===== src/rtl/vga_pkg.sv =====
// Shared VGA definitions: one-hot output-stage states, pixel width and the
// default FIFO sizing used by the pixel output block.
package vga_pkg;

    localparam int AW_DEF     = 4;
    localparam int MARGIN_DEF = 2;
    localparam int PIX_W      = 24;

    typedef enum logic [3:0] {
        ST_DIS  = 4'b0001,
        ST_SYNC = 4'b0010,
        ST_ACT  = 4'b0100,
        ST_URUN = 4'b1000
    } state_e;

endpackage


===== src/rtl/vga_rgb_fifo.sv =====
// Show-ahead synchronous FIFO for packed RGB pixels with a flush input and
// both the current and the next-cycle fill level exposed.
module vga_rgb_fifo #(
    parameter int AW = 4,
    parameter int DW = 24
) (
    input  logic          clk,
    input  logic          srst,
    input  logic          flush,
    input  logic          wr_en,
    input  logic [DW-1:0] wr_data,
    input  logic          rd_en,
    output logic [DW-1:0] rd_data,
    output logic [AW:0]   level,
    output logic [AW:0]   level_next,
    output logic          empty,
    output logic          full
);

    localparam int DEPTH = 1 << AW;

    logic [DW-1:0] mem [DEPTH];
    logic [AW-1:0] wr_ptr_q, wr_ptr_d;
    logic [AW-1:0] rd_ptr_q, rd_ptr_d;
    logic [AW:0]   level_q, level_d;
    logic          wr_ok, rd_ok;

    assign empty      = (level_q == '0);
    assign full       = (level_q == (AW+1)'(DEPTH));
    assign level      = level_q;
    assign level_next = level_d;
    assign rd_data    = mem[rd_ptr_q];

    // A write into a full FIFO is dropped even when a pop happens alongside it.
    always_comb begin
        wr_ok    = wr_en & ~full & ~flush;
        rd_ok    = rd_en & ~empty & ~flush;
        wr_ptr_d = wr_ptr_q;
        rd_ptr_d = rd_ptr_q;
        level_d  = level_q;
        if (flush) begin
            wr_ptr_d = '0;
            rd_ptr_d = '0;
            level_d  = '0;
        end else begin
            if (wr_ok) wr_ptr_d = wr_ptr_q + 1'b1;
            if (rd_ok) rd_ptr_d = rd_ptr_q + 1'b1;
            case ({wr_ok, rd_ok})
                2'b10:   level_d = level_q + 1'b1;
                2'b01:   level_d = level_q - 1'b1;
                default: level_d = level_q;
            endcase
        end
    end

    always_ff @(posedge clk) begin
        if (srst) begin
            wr_ptr_q <= '0;
            rd_ptr_q <= '0;
            level_q  <= '0;
        end else begin
            wr_ptr_q <= wr_ptr_d;
            rd_ptr_q <= rd_ptr_d;
            level_q  <= level_d;
        end
    end

    always_ff @(posedge clk) begin
        if (wr_ok) mem[wr_ptr_q] <= wr_data;
    end

endmodule


===== src/rtl/vga_pixel_out.sv =====
// VGA pixel output stage: buffers RGB from the colour processor and emits it
// in step with the timing generator, with underrun recovery at frame start.
module vga_pixel_out
    import vga_pkg::*;
#(
    parameter int AW     = AW_DEF,
    parameter int MARGIN = MARGIN_DEF
) (
    input  logic       clk,
    input  logic       srst,
    input  logic       ven,
    input  logic       wreq,
    input  logic [7:0] R,
    input  logic [7:0] G,
    input  logic [7:0] B,
    output logic       fifo_full,
    input  logic       hsync_i,
    input  logic       vsync_i,
    input  logic       blank_i,
    input  logic       clr_flags,
    output logic [7:0] r_o,
    output logic [7:0] g_o,
    output logic [7:0] b_o,
    output logic       hsync_o,
    output logic       vsync_o,
    output logic       blank_o,
    output logic       underrun,
    output logic       overflow,
    output logic       resync
);

    localparam int DEPTH = 1 << AW;

    state_e           state_q, state_d;
    logic [PIX_W-1:0] rgb_q, rgb_d;
    logic             hsync_q, vsync_q, blank_q;
    logic             underrun_q, underrun_d;
    logic             overflow_q, overflow_d;
    logic             resync_q, resync_d;
    logic             fifo_full_q, fifo_full_d;

    logic             pop, flush, vs_rise, underrun_set, overflow_set;
    logic [PIX_W-1:0] fifo_rd_data;
    logic [AW:0]      fifo_level, fifo_level_next, free_next;
    logic             fifo_empty, fifo_at_max;

    vga_rgb_fifo #(.AW(AW), .DW(PIX_W)) u_fifo (
        .clk        (clk),
        .srst       (srst),
        .flush      (flush),
        .wr_en      (wreq),
        .wr_data    ({R, G, B}),
        .rd_en      (pop),
        .rd_data    (fifo_rd_data),
        .level      (fifo_level),
        .level_next (fifo_level_next),
        .empty      (fifo_empty),
        .full       (fifo_at_max)
    );

    // vsync_q doubles as the previous-cycle vsync_i for edge detection.
    assign vs_rise = vsync_i & ~vsync_q;

    always_comb begin
        state_d      = state_q;
        pop          = 1'b0;
        flush        = 1'b0;
        underrun_set = 1'b0;
        resync_d     = 1'b0;
        if (!ven) begin
            state_d = ST_DIS;
            flush   = 1'b1;
        end else begin
            case (state_q)
                ST_DIS: begin
                    flush   = 1'b1;
                    state_d = ST_SYNC;
                end
                ST_SYNC: if (vs_rise) state_d = ST_ACT;
                ST_ACT: begin
                    if (!blank_i) begin
                        if (fifo_empty) begin
                            underrun_set = 1'b1;
                            state_d      = ST_URUN;
                        end else begin
                            pop = 1'b1;
                        end
                    end
                end
                ST_URUN: begin
                    if (vs_rise) begin
                        flush    = 1'b1;
                        resync_d = 1'b1;
                        state_d  = ST_ACT;
                    end
                end
                default: begin
                    state_d = ST_DIS;
                    flush   = 1'b1;
                end
            endcase
        end
    end

    // Almost-full looks at next-cycle level so a write already in flight upstream still fits.
    assign free_next = (AW+1)'(DEPTH) - fifo_level_next;

    always_comb begin
        overflow_set = wreq & fifo_at_max & ~flush;
        rgb_d        = pop ? fifo_rd_data : '0;
        underrun_d   = underrun_set | (underrun_q & ~clr_flags);
        overflow_d   = overflow_set | (overflow_q & ~clr_flags);
        fifo_full_d  = (int'(free_next) <= MARGIN);
    end

    always_ff @(posedge clk) begin
        if (srst) begin
            state_q     <= ST_DIS;
            rgb_q       <= '0;
            hsync_q     <= 1'b0;
            vsync_q     <= 1'b0;
            blank_q     <= 1'b1;
            underrun_q  <= 1'b0;
            overflow_q  <= 1'b0;
            resync_q    <= 1'b0;
            fifo_full_q <= 1'b0;
        end else begin
            state_q     <= state_d;
            rgb_q       <= rgb_d;
            hsync_q     <= hsync_i;
            vsync_q     <= vsync_i;
            blank_q     <= blank_i;
            underrun_q  <= underrun_d;
            overflow_q  <= overflow_d;
            resync_q    <= resync_d;
            fifo_full_q <= fifo_full_d;
        end
    end

    assign r_o       = rgb_q[23:16];
    assign g_o       = rgb_q[15:8];
    assign b_o       = rgb_q[7:0];
    assign hsync_o   = hsync_q;
    assign vsync_o   = vsync_q;
    assign blank_o   = blank_q;
    assign underrun  = underrun_q;
    assign overflow  = overflow_q;
    assign resync    = resync_q;
    assign fifo_full = fifo_full_q;

endmodule

===== config.mk =====
export PLATFORM = sky130hd
export DESIGN_NAME = vga_pixel_out
export DESIGN_NICKNAME = d
export VERILOG_FILES = /design/src/rtl/vga_pkg.sv /design/src/rtl/vga_rgb_fifo.sv /design/src/rtl/vga_pixel_out.sv
export SDC_FILE = /design/constraint.sdc
export NUM_CORES = 1
export LEC_CHECK = 0
export ABC_AREA = 1
export CORE_MARGIN = 8
export CORE_UTILIZATION = 45
export DETAILED_ROUTE_END_ITERATION = 12
export HOLD_SLACK_MARGIN = 0.02
export PLACE_DENSITY = 0.67
export SLEW_MARGIN = 30
export SYNTH_ARGS = -nofsm -noshare
export SYNTH_HDL_FRONTEND = slang
export SYNTH_SLANG_ARGS = --single-unit
export TNS_END_PERCENT = 50

===== constraint.sdc =====
create_clock -name clk -period 7.02 [get_ports clk]
set_input_delay 0.702 -clock clk [delete_from_list [all_inputs] [get_ports clk]]
set_output_delay 0.702 -clock clk [all_outputs]
set_load 0.05 [all_outputs]

==> results.md, run 1 <==
* Outcome: finished, final reports clean
* I/O pins at 63
* Synth warnings at 0
* CTS buffer count at 45
* Top achievable clock speed at ~340 MHz
* Initial antenna violation count at 0
* Netlist Area Pre-Place at 16800 um^2
* RSZ-0062 raised after global routing: no
* Final WL at 41.1 mm
* Initial Utilization at between 40% and 50%
* Final-report max-slew violation count at 0
* First-pass GRT wire length at 63.9 mm
* Avg WL per Cell at between 20 and 25 um
* Type of origin of the critical path: input pin
* Root Driver: clkbuf_16
* Die width at 209 um
* Reg clk slew, reported paths at roughly 60 ps
* Clock sink total at 432
* Max_slew headroom at 31.8%
* Place WS at 3520 ps
* Commonest non-fill, non-tap cell in the layout: edfxtp_1
* Setup_tns at 0 ps
* Maximum buffer depth of the clock tree at 3
* Hpwl dp at roughly 22 mm
* Largest net degree at the start of global routing at between 90 and 100
* Post-Syn Nets at about 1400
* Final WS setup at 4070 ps
* H-tree depth at 2
* Pwr/cell area at 267 nW/um^2
* 1st-iter DRT viols at between 1000 and 1500
* Max Cap Viol at 0
* Most frequent cells in the layout: edfxtp_1, nor2_1, o21ai_0, nand2_1, o22ai_1
* Cell count after synthesis at between 1000 and 1500
* CTS tree: built
* Vias in the first global route at 11000
* # diodes at 0
* Area of the multi-input gates at 3960 um^2
* Worst Setup End Kind: flop
* Register area at 12500 um^2
* Leak at about 6.4 nW
* Area growth from synthesis to layout at 15.9%
* ANT nets after route at 0
* Worst hold path type: reg -> reg
* Layout cells sized above 1 at 9.41%
* Critical path class: in -> reg
* Fillcell total at a little over 3000
* # resized after CTS at 0
* Post-route insts no fill at 1908
* Post-DR vias/cell at ~5.8
* Yosys reg bits at approximately 430
* Pwr Total at roughly 0.0052 W
* WP data required at ~7200 ps
* Worst Path Max Fanout at 13
* Die height at ~210 um
* Gpl congestion at 0.817
* Drt drc at 0
* Clk_lat worst skew at between 500 and 600 ps
* Skew final at about 12 ps
* Post-CTS setup buffers at 0
* PortBufs at slightly above 60
* Final nets at about 1400
* Netlist cell types at 29
* DP Cell Count at 1822
* Num rows at around 70
* Via count at around 11000
* Final setup fails at 0
* Min Tclk post-route at around 2900 ps
* Die area at between 40000 and 50000 um^2
* Worst Tran Pin Value at 1020 ps
* Fin crit share at 42.0%
* Gr ovfl total at 0
* Hold Buf Count CTS at 0
* CORE AREA at ~37000 um^2
* Sequential fraction of the synthesis area at between 70 and 80%
* Avg Cell Area, Syn at between 10 and 15 um^2
* Max rail drop VDD at approximately 0.21 mV
* Total global-route track usage at 18.5%
* Fin. Hold Viols at 0
* Data arrival, critical path at 3170 ps
* First drt pass iteration count at 5
==> worst paths after layout <==
check	start	to	slack, ps	cells past startpoint
hold / removal	underrun$_SDFF_PP0_	underrun$_SDFF_PP0_	470	2
setup / recovery	vsync_i	u_fifo.mem[13][17]$_DFFE_PP_	4070	11
setup reg to reg	state_q[3]$_SDFFE_PP0P_	u_fifo.mem[13][17]$_DFFE_PP_	4150	11
hold reg to reg	underrun$_SDFF_PP0_	underrun$_SDFF_PP0_	470	2
==> critical path: stages <==
cell,delay (ps)
clkdlybuf4s50_1,390
inv_1,70
nor2_1,70
nand3_1,110
nand2_1,80
inv_2,90
nand3_4,110
inv_1,140
nand2_1,200
nor2_2,810
buf_4,400
==> cell families (layout without fill, tap and decap cells) <==
group | after synthesis | after routing | share of synthesized area [%]
buffers and inverters | 117 | 203 | 2.71
DFF | 432 | 432 | 74.3
and+or+nand+nor | 436 | 436 | 10.7
AOI/OAI and AO/OA | 354 | 354 | 11.7
adders and majority gates | 9 | 9 | 0.669
==> cells in the mapped netlist <==
library cell / number / share of area, %
o21ai_0: 198 / 5.9
ha_1: 9 / 0.67
buf_2: 13 / 0.39
o22ai_1: 80 / 3.0
nor2_4: 1 / 0.067
clkinv_1: 1 / 0.022
clkbuf_1: 68 / 1.5
nand3_2: 2 / 0.12
o21ai_1: 18 / 0.54
nand3_1: 23 / 0.68
inv_1: 27 / 0.60
nand2_4: 2 / 0.13
nand4_4: 1 / 0.13
nor2_1: 229 / 5.1
nand2_1: 157 / 3.5
nand3_4: 1 / 0.10
nand2_2: 5 / 0.19
o221ai_1: 17 / 0.89
nor4_1: 3 / 0.11
nor2_2: 4 / 0.15
nor2_8: 1 / 0.12
nand4_1: 2 / 0.074
inv_2: 8 / 0.18
or2_2: 3 / 0.11
nand3b_1: 2 / 0.089
a21oi_1: 17 / 0.51
dfxtp_1: 48 / 5.7
edfxtp_1: 384 / 69
a31oi_1: 24 / 0.89
==> state kept, by name (all words and copies together) (netlist names) <==
signal / count
u_fifo.mem: 384
rgb_q: 24
u_fifo.level: 5
state_q: 4
u_fifo.rd_ptr_q: 4
u_fifo.wr_ptr_q: 4
blank_o: 1
fifo_full: 1
hsync_o: 1
overflow: 1
resync: 1
underrun: 1
vsync_o: 1
==> area by class of cell <==
class,instances,share of cell area (%)
clock buffer,58,6.50
inverter,36,0.706
tap,474,3.04
clock inverter,26,1.07
timing repair buffer,83,4.24
sequential,432,64.1
multi-input combinational,799,20.3
==> per-layer routing <==
metal	vias up	GRT usage [%]	wire length, um
met2	522	30.0	19300
met1	5426	25.5	17600
met3	64	3.04	3330
met4	0	5.42	847
met5	-	0	0
li1	5011	-	-
==> power by group <==
group | leakage (nW) | total (W) | switching (W) | internal [W]
Sequential | 3.84 | 0.00280 | 0.00000149 | 0.00280
Clock | 0.717 | 0.00234 | 0.000953 | 0.00139
Combinational | 1.85 | 0.0000680 | 0.0000482 | 0.0000198
Total | 6.41 | 0.00521 | 0.00100 | 0.00420
==> stage by stage <==
stage / util (%) / instance area [um^2] / hold WS (ps)
6_report: 52.4 / 19500 / 467
5_1_grt: 52.4 / 19500 / 510
4_1_cts: 52.2 / 19400 / 468
3_5_place_dp: 48.2 / 17900 / 458
3_3_place_gp: 48.2 / 17900 / 454
2_1_floorplan: - / 16800 / 467
No activity file was read; power rests on OpenSTA's default activity.
==> run 2: changes to the inputs <==
clock period = 2.9 ns   (was 7.02 ns; I/O delays follow)
==> run 2 against run 1 <==
  * Final area grew 1.3%
  * Via count shrank 1.4%
  * Global-route usage shrank 0.72 points
  * Combinational power grew 120%
  * Worst hold slack lost 190 ps
  * Final cell count grew 0.89%
  * Sequential power grew 140%
==> results.md, run 2 (synthesis gave the netlist of run 1 again) <==
* Layout Utilization at a little over half
* Final setup fails at 0
* Worst Setup End Kind: flop
* CORE AREA at roughly 37000 um^2
* Max rail drop VDD at 0.382 mV
* Pwr/cell area at 630 nW/um^2
* Min Tclk post-route at 2460 ps
* Post-CTS setup buffers at 0
* Max_slew headroom at 44.2%
* Switching portion of total power at 19.1%
* Avg WL per Cell at between 20 and 25 um
* Critical path class: reg -> reg
* First-pass GRT wire length at ~61 mm
* Final WS setup at 438 ps
* Data arrival, critical path at between 2000 and 3000 ps
* Die height at 209 um
* # diodes at 0
* Clock power frac at between 40% and 50%
* Place WS at ~180 ps
* Clk_lat worst skew at roughly 550 ps
* Max Cap Viol at 0
* Vias in the first global route at about 11000
* Hpwl dp at roughly 21 mm
* Via count at 10900
* Initial antenna violation count at 3
* CTS buffer count at 44
* 1st-iter DRT viols at about 950
* Maximum buffer depth of the clock tree at 3
* ANT nets after route at 0
* Hold Startpoint: hsync_i
* Type of origin of the critical path: flop
* Die width at ~210 um
* Internal Pwr Total at ~0.01 W
* Root Driver: clkbuf_16
* Most frequent cells in the layout: edfxtp_1, nor2_1, o21ai_0, nand2_1, o22ai_1
* Final nets at ~1500
* Drt drc at 0
* Fillcell total at slightly above 3000
* Top reg by flops: u_fifo.mem
* Outcome: finished, final reports clean
* Setup_tns at 0 ps
* NetSw at between 0.002 and 0.0025 W
* Worst Path Max Fanout at 7
* Worst hold path type: in -> reg
* Pwr Total at 0.0124 W
* WHS Endpoint: hsync_o$_SDFF_PP0_
* R2r setup slk at roughly 440 ps
* Gr ovfl total at 0
* Initial Utilization at 45.2%
* FF-to-FF End: fifo_full$_SDFF_PP0_
* H-tree depth at 2
* # resized after CTS at 0
* Num rows at around 70
* Commonest non-fill, non-tap cell in the layout: edfxtp_1
* Largest net degree at the start of global routing at ~180
* CTS tree: built
* Layout cells sized above 1 at 10.8%
* Skew final at between 20 and 25 ps
* Worst Tran Pin Value at around 840 ps
* Reg clk slew, reported paths at roughly 60 ps
* WP data required at between 3000 and 4000 ps
* WHS Path Cells at 3
* Die area at around 44000 um^2
* RSZ-0062 raised after global routing: no
* Hold Buf Count CTS at 0
* Worst reg-to-reg path cell count at 19
* Final-report max-slew violation count at 0
* Area growth from synthesis to layout at 17.4%
* Max reg flops at 384
* Final WL at roughly 39 mm
* Gpl congestion at 0.783
* Leak at 6.53 nW
* Clock sink total at 432
* PortBufs at 62
* Worst r2r src: state_q[3]$_SDFFE_PP0P_
* First drt pass iteration count at 5
* Fin. Hold Viols at 0
* Reg power frac at approximately 54%
* Fin crit share at between 80% and 90%
* I/O pins at 63
* Post-DR vias/cell at 5.65
* Total global-route track usage at approximately 18%
* Top achievable clock speed at 406 MHz
* Power share of the combinational group at roughly 1.2%
-- run 2: changes by cell type in the layout (fill, tap and decap cells not counted), moves of 3 or more --
cell      previous run  this run
clkinv_1            13         5
clkbuf_1             6         9
buf_12               0        17
clkinv_2             5        11
buf_4               17        23
-- run 2: worst max-delay path, cell delays in order, from the launching register on --
cell and delay [ps]:
dfxtp_1 390, inv_2 80, nor2_1 120, nand2_1 60, nand2_1 110, inv_2 50
nand2_2 90, nand3_4 110, ha_1 390, nand2_1 90, o21ai_0 90, nor2_2 160
inv_2 70, ha_1 210, nand2_1 80, nand2_1 50, nand4_1 80, nand2_1 50
nand2_1 50, nor2_1 40
-- run 2: how the worst max path moves through the flow --
stage / startpoint / to / slack [ps] / cells after the start
6_report: state_q[3]$_SDFFE_PP0P_ / fifo_full$_SDFF_PP0_ / 440 / 19
5_1_grt: state_q[3]$_SDFFE_PP0P_ / fifo_full$_SDFF_PP0_ / 120 / 18
4_1_cts: state_q[3]$_SDFFE_PP0P_ / fifo_full$_SDFF_PP0_ / 430 / 19
3_5_place_dp: ven / fifo_full$_SDFF_PP0_ / 180 / 17
3_3_place_gp: ven / fifo_full$_SDFF_PP0_ / 210 / 17
2_1_floorplan: vsync_o$_SDFF_PP0_ / u_fifo.mem[15][0]$_DFFE_PP_ / 130 / 8
-- run 2: through the flow --
stage	hold WS [ps]	std cells	instance area [um^2]
after floorplan	389	1348	16800
after global placement	456	1843	18300
after detailed placement	463	1843	18300
after CTS	264	1925	19700
after global routing	311	1925	19700
final	280	1925	19700
-- run 2: final cells by class --
class	count	area, um^2	share of cell area (%)
clock inverter	23	200	1.01
multi-input combinational	799	3960	20.0
timing repair buffer	102	1130	5.74
sequential	432	12500	63.3
tap	474	593	3.00
clock buffer	59	1230	6.22
inverter	36	138	0.697
-- run 2: layer usage --
layer / wire, um / GRT usage [%]
met1: 16700 / 23.4
met3: 3280 / 4.15
met5: 41 / 0
met2: 18400 / 29.0
met4: 876 / 5.49
-- run 2: power groups by stage --
| stage | Clock [W] | Sequential, W | Combinational (W) |
|---|---|---|---|
| floorplan | 0 | 0.00691 | 0.0000221 |
| global placement | 0 | 0.00690 | 0.000148 |
| detailed placement | 0 | 0.00691 | 0.000151 |
| CTS | 0.00559 | 0.00677 | 0.000151 |
| global route | 0.00584 | 0.00677 | 0.000166 |
| finish | 0.00553 | 0.00677 | 0.000150 |
